## src/rtl/pc_sequencer.sv

```systemverilog
// Program-counter sequencer for the RV32 core. It holds the architectural PC and
// picks the next fetch address, with stall, halt/resume and a retired-instruction count.
module pc_sequencer #(
   parameter int               XLEN         = 32,
   parameter int               PC_INC       = 1,
   parameter logic [XLEN-1:0]  RESET_VECTOR = '0,
   parameter logic [XLEN-1:0]  TRAP_VECTOR  = 32'h0000_0040,
   parameter int               JALR_CLR_LSB = 0,
   parameter int               CNT_W        = 32
) (
   input  logic             i_clock,
   input  logic             i_reset,
   input  logic             i_stall,
   input  logic             i_branch,
   input  logic [2:0]       i_cond,
   input  logic             i_jal,
   input  logic             i_jalr,
   input  logic [XLEN-1:0]  i_op_a,
   input  logic [XLEN-1:0]  i_op_b,
   input  logic [XLEN-1:0]  i_imm,
   input  logic [XLEN-1:0]  i_jalr_base,
   input  logic             i_trap,
   input  logic             i_halt,
   input  logic             i_resume,
   output logic [XLEN-1:0]  o_pc,
   output logic [XLEN-1:0]  o_pc_link,
   output logic             o_taken,
   output logic             o_redirect,
   output logic             o_halted,
   output logic [CNT_W-1:0] o_instret
);

   typedef enum logic {RUN, HALT} state_t;

   state_t            r_state;
   logic [XLEN-1:0]   r_pc;
   logic              r_redirect;
   logic              r_halted;
   logic [CNT_W-1:0]  r_instret;

   logic              w_condTrue;
   logic [XLEN-1:0]   w_pcSeq;
   logic [XLEN-1:0]   w_pcRel;
   logic [XLEN-1:0]   w_jalrSum;
   logic [XLEN-1:0]   w_jalrTarget;

   assign w_pcSeq      = r_pc + XLEN'(PC_INC);
   assign w_pcRel      = r_pc + i_imm;
   assign w_jalrSum    = i_jalr_base + i_imm;
   assign w_jalrTarget = (JALR_CLR_LSB != 0) ? {w_jalrSum[XLEN-1:1], 1'b0} : w_jalrSum;

   // Codes 010 and 011 are not defined branch conditions and never take
   always_comb begin
      w_condTrue = 1'b0;
      case (i_cond)
         3'b000:  w_condTrue = (i_op_a == i_op_b);
         3'b001:  w_condTrue = (i_op_a != i_op_b);
         3'b100:  w_condTrue = ($signed(i_op_a) <  $signed(i_op_b));
         3'b101:  w_condTrue = ($signed(i_op_a) >= $signed(i_op_b));
         3'b110:  w_condTrue = (i_op_a <  i_op_b);
         3'b111:  w_condTrue = (i_op_a >= i_op_b);
         default: w_condTrue = 1'b0;
      endcase
   end

   assign o_taken = i_branch & w_condTrue;

   always_ff @(posedge i_clock) begin
      if (i_reset) begin
         r_state    <= RUN;
         r_pc       <= RESET_VECTOR;
         r_redirect <= 1'b0;
         r_halted   <= 1'b0;
         r_instret  <= '0;
      end else begin
         case (r_state)
            RUN: begin
               if (i_trap) begin
                  r_pc       <= TRAP_VECTOR;
                  r_redirect <= 1'b1;
               end else if (i_stall) begin
                  r_redirect <= 1'b0;
               end else begin
                  r_instret <= r_instret + CNT_W'(1);
                  if (i_halt) begin
                     r_pc       <= w_pcSeq;
                     r_state    <= HALT;
                     r_halted   <= 1'b1;
                     r_redirect <= 1'b0;
                  end else if (i_jalr) begin
                     r_pc       <= w_jalrTarget;
                     r_redirect <= 1'b1;
                  end else if (i_jal || o_taken) begin
                     r_pc       <= w_pcRel;
                     r_redirect <= 1'b1;
                  end else begin
                     r_pc       <= w_pcSeq;
                     r_redirect <= 1'b0;
                  end
               end
            end
            HALT: begin
               r_redirect <= 1'b0;
               if (i_trap) begin
                  r_pc       <= TRAP_VECTOR;
                  r_state    <= RUN;
                  r_halted   <= 1'b0;
                  r_redirect <= 1'b1;
               end else if (i_resume) begin
                  r_state  <= RUN;
                  r_halted <= 1'b0;
               end
            end
            default: r_state <= RUN;
         endcase
      end
   end

   assign o_pc       = r_pc;
   assign o_pc_link  = w_pcSeq;
   assign o_redirect = r_redirect;
   assign o_halted   = r_halted;
   assign o_instret  = r_instret;

endmodule
```

## config.mk

```make
export PLATFORM = sky130hd
export DESIGN_NAME = pc_sequencer
export DESIGN_NICKNAME = d
export VERILOG_FILES = /design/src/rtl/pc_sequencer.sv
export SDC_FILE = /design/constraint.sdc
export NUM_CORES = 1
export LEC_CHECK = 0
export CAP_MARGIN = 40
export CORE_MARGIN = 5
export CORE_UTILIZATION = 49
export CTS_CLUSTER_DIAMETER = 60
export DETAILED_ROUTE_END_ITERATION = 10
export PLACE_DENSITY = 0.8
export SLEW_MARGIN = 20
export SYNTH_ARGS = -nofsm -noshare
export SYNTH_HDL_FRONTEND = slang
export SYNTH_SLANG_ARGS = --single-unit
```

## constraint.sdc

```tcl
create_clock -name i_clock -period 3.4 [get_ports i_clock]
set_input_delay 0.34 -clock i_clock [delete_from_list [all_inputs] [get_ports i_clock]]
set_output_delay 0.34 -clock i_clock [all_outputs]
set_load 0.01 [all_outputs]
```

* Word level (Yosys, flattened, before mapping)
Index checks and enable logic that the tools add are counted.
Storage, ports and cells: register bits 67, latch bits 0, memory bits (writable) 0, memory bits (read-only) 0, input bits 140, output and inout bits 99, logic and storage cells 62, memories kept 0
Operators by class: add/sub/neg operators 4, multipliers 0, divide/modulo/power cells 0, order comparisons 4, equality and inequality tests 13, shift operators 0, multiplexer cells 27, bitwise logic cells 4, reduce and logical (&&, ||, !) cells 5
Operators with widths (number):
- two-way mux 32 bit | 6
- adder 32 x 1 -> 32 bit (second input constant) | 2
- adder 32 bit | 2
- greater-or-equal comparator 32 bit | 2
- < comparator 32 bit | 2
- case mux 32 bit (2 select lines) | 1
- equality test 32 bit | 1
- inequality test 32 bit | 1
- two-way mux 1 bit | 16
- equality test 3 bit (second input constant) | 4
- inequality test 2 bit (second input constant) | 4
- inequality test 3 bit (second input constant) | 2
- case mux 1 bit (2 select lines) | 3
- case mux 1 bit (6 select lines) | 1
- AND reduction 4 bit | 1
- equality test 3 x 1 -> 1 bit (second input constant) | 1
- logical NOT 3 bit | 1
- inverter 1 bit | 3
- AND reduction 3 bit | 1
- AND reduction 2 bit | 1
- bitwise AND 1 bit | 1
- logical OR 1 bit | 1

* Logic depth before layout (Yosys ltp)
depth after elaboration 10, depth in mapped cells 12

* Least setup slack after synthesis
OpenSTA, ideal clock, no wires.
kind input to register, start input port i_imm[0], end register r_pc[30] (netlist: o_pc[30]), library setup time 0.120 ns, arrival time 2.723 ns, slack 0.557 ns, cell stages on the path 11, path through ha_1 fa_1 a211oi_1 o211ai_1 a41oi_1 a31oi_1 o211ai_2 a21boi_0 o22ai_1 mux2i_1 a211o_1
Between the ends: word-level cells in the longest chain between the ends 7
RTL lines:
- start, declared | RTL line 20 | input logic [XLEN-1:0] i_imm,
- adder 32 bit | RTL line 48 | assign w_pcRel = r_pc + i_imm;
- two-way mux 32 bit | RTL line 93 | end else if (i_jal || o_taken) begin
- two-way mux 32 bit * | RTL line 90 | end else if (i_jalr) begin
- two-way mux 32 bit * | RTL line 85 | if (i_halt) begin
- two-way mux 32 bit * | RTL line 81 | end else if (i_stall) begin
- two-way mux 32 bit * | RTL line 78 | if (i_trap) begin
- case mux 32 bit (2 select lines) * | RTL line 76 | case (r_state)
- end signal, assigned | RTL line 86 | r_pc <= w_pcSeq;
- end signal, assigned | RTL line 91 | r_pc <= w_jalrTarget;
- end signal, assigned | RTL line 94 | r_pc <= w_pcRel;
- end, declared | RTL line 36 | logic [XLEN-1:0] r_pc;
Every way passes the cells marked *; elsewhere a longest branch is shown, timed or not. The select of a mux whose other input is x is not followed. A chain may end at the register's enable or synchronous reset.

* Worst setup path in the final report
start register r_pc[8] (netlist: o_pc[8]), end output port o_pc_link[26]
Between the ends: word-level cells in the longest chain between the ends 1
RTL lines:
- adder 32 x 1 -> 32 bit | RTL line 47 | assign w_pcSeq = r_pc + XLEN'(PC_INC);
- end, declared | RTL line 26 | output logic [XLEN-1:0] o_pc_link,
Every way passes these cells.

==> impl.org <==
** Outcome
- Run status :: finished, final reports clean

** STA
- Max_slew headroom :: 49.03%
- Hold timing on the final database bottoms out at a slack of 471.3 ps.
- Final Cycle Share :: 99.53%
- At the pin with the least slew margin, the transition time is 762.6 ps.
- Final Max Tran Viols :: 0
- For this run, the top clock speed supported by timing is 295.5 MHz.
- Setup violations remaining at the end of the flow were counted as 0.
- The routed design could run at a clock period as short as 3384 ps.
- Setup clock skew after layout :: 10.15 ps
- The hold violation count in the final report came to 0.

** Detailed routing
- Total DRC errors in the routed layout :: 0
- After the first detailed-routing iteration, the DRC count stood at 773.
- In the routed layout, each cell is associated on average with a via count of 6.044.
- The final layout contains routed wiring with a total length of 29.73 mm.
- After detailed routing, the average wire length per cell comes to 18.32 um.
- The first detailed-routing pass ran for 6 iterations.
- Summing over every cut layer, the via total after detailed routing is 9809.
- Once detail routing completed, the nets flagged for antenna violations numbered 0.

** Pwr
- Fraction of power spent switching nets :: 34.81%
- Int Power :: 1.875 mW
- The clock network is responsible for 31.0% of the overall power.
- Net switching power of the design :: 1.001 mW
- Combinational cells account for 40.1% of the total power.
- Static leakage :: 4.971 nW
- Power density cells :: 247.9 nW/um^2
- Registers are responsible for 28.9% of the overall power.
- Peak supply drop :: 0.2380 mV

** Final layout
- Utilization of the core after routing :: 70.70%
- The post-route netlist has 10.19% of its cells at a drive strength greater than 1.
- Summing all flip-flop and latch instances after layout gives 1344 um^2.
- Number of antenna repair diodes :: 0
- Leaving out fill and tap cells, the most frequent cell in the layout is sky130_fd_sc_hd__clkdlybuf4s50_1.
- Filler Cell Count :: 1378
- Commonest cells after routing, fill and taps aside :: 236 x sky130_fd_sc_hd__clkdlybuf4s50_1, 103 x sky130_fd_sc_hd__nor2_1, 97 x sky130_fd_sc_hd__a21oi_1, 96 x sky130_fd_sc_hd__nand2_1, 95 x sky130_fd_sc_hd__ha_1
- Area Overhead vs Synth :: 43.31%
- At the end of the flow, the number of nets in the layout was 1636.
- Multi-input gate area in the final layout :: 6422 um^2

** Clock tree
- Source-to-sink clock delay at the later pin of the worst-skew pair :: 340 ps
- Counting the buffers created by CTS gives 9.
- CTS HTree Levels :: 3
- Reg clk slew, reported paths :: 60 ps
- In this run the deepest clock path goes through 2 buffers.
- TritonCTS clock tree :: built
- For this design, the sink count on the clock tree is 67.
- The tree is rooted in a sky130_fd_sc_hd__clkbuf_16.

** GRT
- Number of global-route vias before repair :: 9353
- The number of antenna violations at the first check in global routing is 0.
- The first global-routing pass estimated 46.81 mm of wire.
- Largest net degree at the start of global routing :: 48
- GRT Overall Usage :: 29.29%
- For this run the aggregate overflow at the end of global routing stands at 0.

** Hold path
- Hold Path Class :: flip-flop to flip-flop
- Along the worst hold path, the cell count comes to 2.
- The worst hold path begins at o_halted$_SDFFE_PP0P_.
- Sink of the worst hold path :: o_halted$_SDFFE_PP0P_

** Floorplanning
- Floorplan die area :: 19190 um^2
- Standard cell core area :: 16410 um^2
- In this run the horizontal extent of the chip is 138.5 um.
- Height of the die :: 138.5 um
- 239 I/O pins were placed.
- Once the floorplan was initialized, standard cells occupied 49.33% of the core.
- Row generation in the floorplan step produced 47 rows.

** Yosys
- Each instance of the synthesized netlist takes up on average 7.399 um^2.
- Synthesis produced 1094 cells.
- For this run, the number of Yosys warnings is 0.
- After synthesis the netlist holds a flip-flop and latch count of 67.
- Sorting the synthesized cells by area gives the leading types as sky130_fd_sc_hd__dfxtp_1 17%, sky130_fd_sc_hd__ha_1 15%, sky130_fd_sc_hd__a21oi_1 6.0%.
- The synthesized design contains 0 enable-type register cells.
- Of the synthesized area, sequential elements account for 16.57%.
- The share of synthesized area in the top cell type comes to 16.57%.
- Cell type with the largest total area after synthesis :: sky130_fd_sc_hd__dfxtp_1
- After synthesis, the netlist uses 73 different library cells.
- Main flop type after synthesis :: sky130_fd_sc_hd__dfxtp_1
- For this run, asynchronously set or reset flops after synthesis account for 0%.
- Counting every net in the synthesized netlist gives 1332.
- The cell area that synthesis handed to floorplanning was 8094 um^2.

** Place
- Detailed placement ended at an HPWL of 23.65 mm.
- IO buf count :: 238
- Placer Congestion :: 0.9972

** Worst setup path
- Slack of the worst reg-to-reg path :: 300 ps
- The worst setup path is of the flip-flop to output port kind.
- The most critical setup path has its startpoint at o_pc[8]$_SDFFE_PP0P_.
- In this run the worst path has a maximum fanout of 5.
- CP endpoint kind :: output port
- Required @ worst endpoint :: 3060 ps
- The startpoint identified for the worst register-to-register timing path is o_pc[8]$_SDFFE_PP0P_.
- The worst setup path is launched from a flip-flop.
- The endpoint identified for the worst register-to-register timing path is o_pc[29]$_SDFFE_PP0P_.
- Worst path arrival time :: 3040 ps
- Reg2Reg Depth :: 11

** Run
- The tool flagged a number of max-cap violations equal to 0.
## flip-flops by register name (all words and copies together) (netlist names)
| name | count |
|---|---|
| o_halted | 1 |
| o_instret | 32 |
| o_pc | 32 |
| o_redirect | 1 |
| r_state | 1 |
## power groups by stage
stage	clock network [mW]	registers, mW	logic [mW]
5_1_grt	0.937	0.835	1.25
2_1_floorplan	0	0.849	0.629
3_3_place_gp	0	0.848	1.11
3_5_place_dp	0	0.848	1.13
6_report	0.891	0.832	1.15
4_1_cts	0.893	0.831	1.13
## critical path: stages (launching register included)
cell and delay [ps]:
sky130_fd_sc_hd__dfxtp_1 440, sky130_fd_sc_hd__nand4_1 240, sky130_fd_sc_hd__nor4_2 380, sky130_fd_sc_hd__buf_4 180, sky130_fd_sc_hd__and3_1 200, sky130_fd_sc_hd__nand3_2 150
sky130_fd_sc_hd__buf_4 200, sky130_fd_sc_hd__nor2_1 120, sky130_fd_sc_hd__xnor2_1 230, sky130_fd_sc_hd__inv_1 80, sky130_fd_sc_hd__clkdlybuf4s50_1 490
## routing by layer
layer,vias to the layer above,global-route usage (%),part of all wire [%]
li1,4663,-,-
met3,104,4.731,9.0
met4,0,11.75,4.0
met2,541,49.95,47
met5,-,0,0
met1,4501,36.93,40
## what timing repair did
action,in CTS,in global routing
endpoints found under the setup margin,1,21
pin swaps,0,5
setup buffers,0,4
gates resized for setup,2,15
hold buffers,0,0
## cell type report
cell class	count	share of cell area, %
Sequential cell	67	11.58
Clock buffer	9	1.942
Multi-Input combinational cell	932	55.37
Tap cell	220	2.373
Timing Repair Buffer	330	26.40
Inverter	58	1.877
Clock inverter	7	0.4530
## through the flow
| step | total power, mW | setup slack (ps) | cells | area (um^2) | setup TNS (ps) |
|---|---|---|---|---|---|
| after global placement | 1.956 | -272.1 | 1603 | 11240 | -2169 |
| after global routing | 3.024 | -84.45 | 1623 | 11600 | -210.9 |
| after floorplan | 1.478 | 557.3 | 1094 | 8094 | 0 |
| final | 2.876 | 16.13 | 1623 | 11600 | 0 |
| after detailed placement | 1.974 | -249.7 | 1603 | 11240 | -3023 |
| after CTS | 2.858 | 43.05 | 1619 | 11530 | 0 |
## cell usage after synthesis (8+ instances only)
cell type                    n
sky130_fd_sc_hd__nand3_1    39
sky130_fd_sc_hd__o221ai_1    8
sky130_fd_sc_hd__a31oi_1    17
sky130_fd_sc_hd__inv_1      58
sky130_fd_sc_hd__mux2i_1    11
sky130_fd_sc_hd__a21o_1     23
sky130_fd_sc_hd__clkbuf_1   26
sky130_fd_sc_hd__o21bai_1    8
sky130_fd_sc_hd__xnor2_1    55
sky130_fd_sc_hd__ha_1       96
sky130_fd_sc_hd__nand4_1    27
sky130_fd_sc_hd__nor2_1    105
sky130_fd_sc_hd__and2_1      8
sky130_fd_sc_hd__a211oi_1   14
sky130_fd_sc_hd__o21a_1     13
sky130_fd_sc_hd__o22ai_1     8
sky130_fd_sc_hd__dfxtp_1    67
sky130_fd_sc_hd__and3_1     16
sky130_fd_sc_hd__o21ai_0    54
sky130_fd_sc_hd__nor3_1     23
sky130_fd_sc_hd__o211ai_1   20
sky130_fd_sc_hd__a22oi_1    22
sky130_fd_sc_hd__nand2_1    96
sky130_fd_sc_hd__xor2_1     46
sky130_fd_sc_hd__and4_1     11
sky130_fd_sc_hd__a21oi_1    97
sky130_fd_sc_hd__or3_1      12
## how the worst max path moves through the flow
stage                                       end  slack (ps)  cells past startpoint
after floorplan           o_pc[30]$_SDFFE_PP0P_         560                     11
after global placement    o_pc[30]$_SDFFE_PP0P_        -270                     13
after detailed placement  o_pc[30]$_SDFFE_PP0P_        -250                     13
after CTS                         o_pc_link[30]          40                      8
after global routing              o_pc_link[26]         -80                     10
final                             o_pc_link[26]          20                     10
## cell families (layout without fill, tap and decap cells)
family,count (synthesis),count (layout),share of synthesized area [%]
buf+inv,95,404,4.699
simple gates,378,378,22.92
fa+ha+maj,98,98,15.33
mux,12,12,1.546
flops,67,67,16.57
xor+xnor,101,101,10.93
compound gates,343,343,28.00
Power figures use the tool's default switching activity.
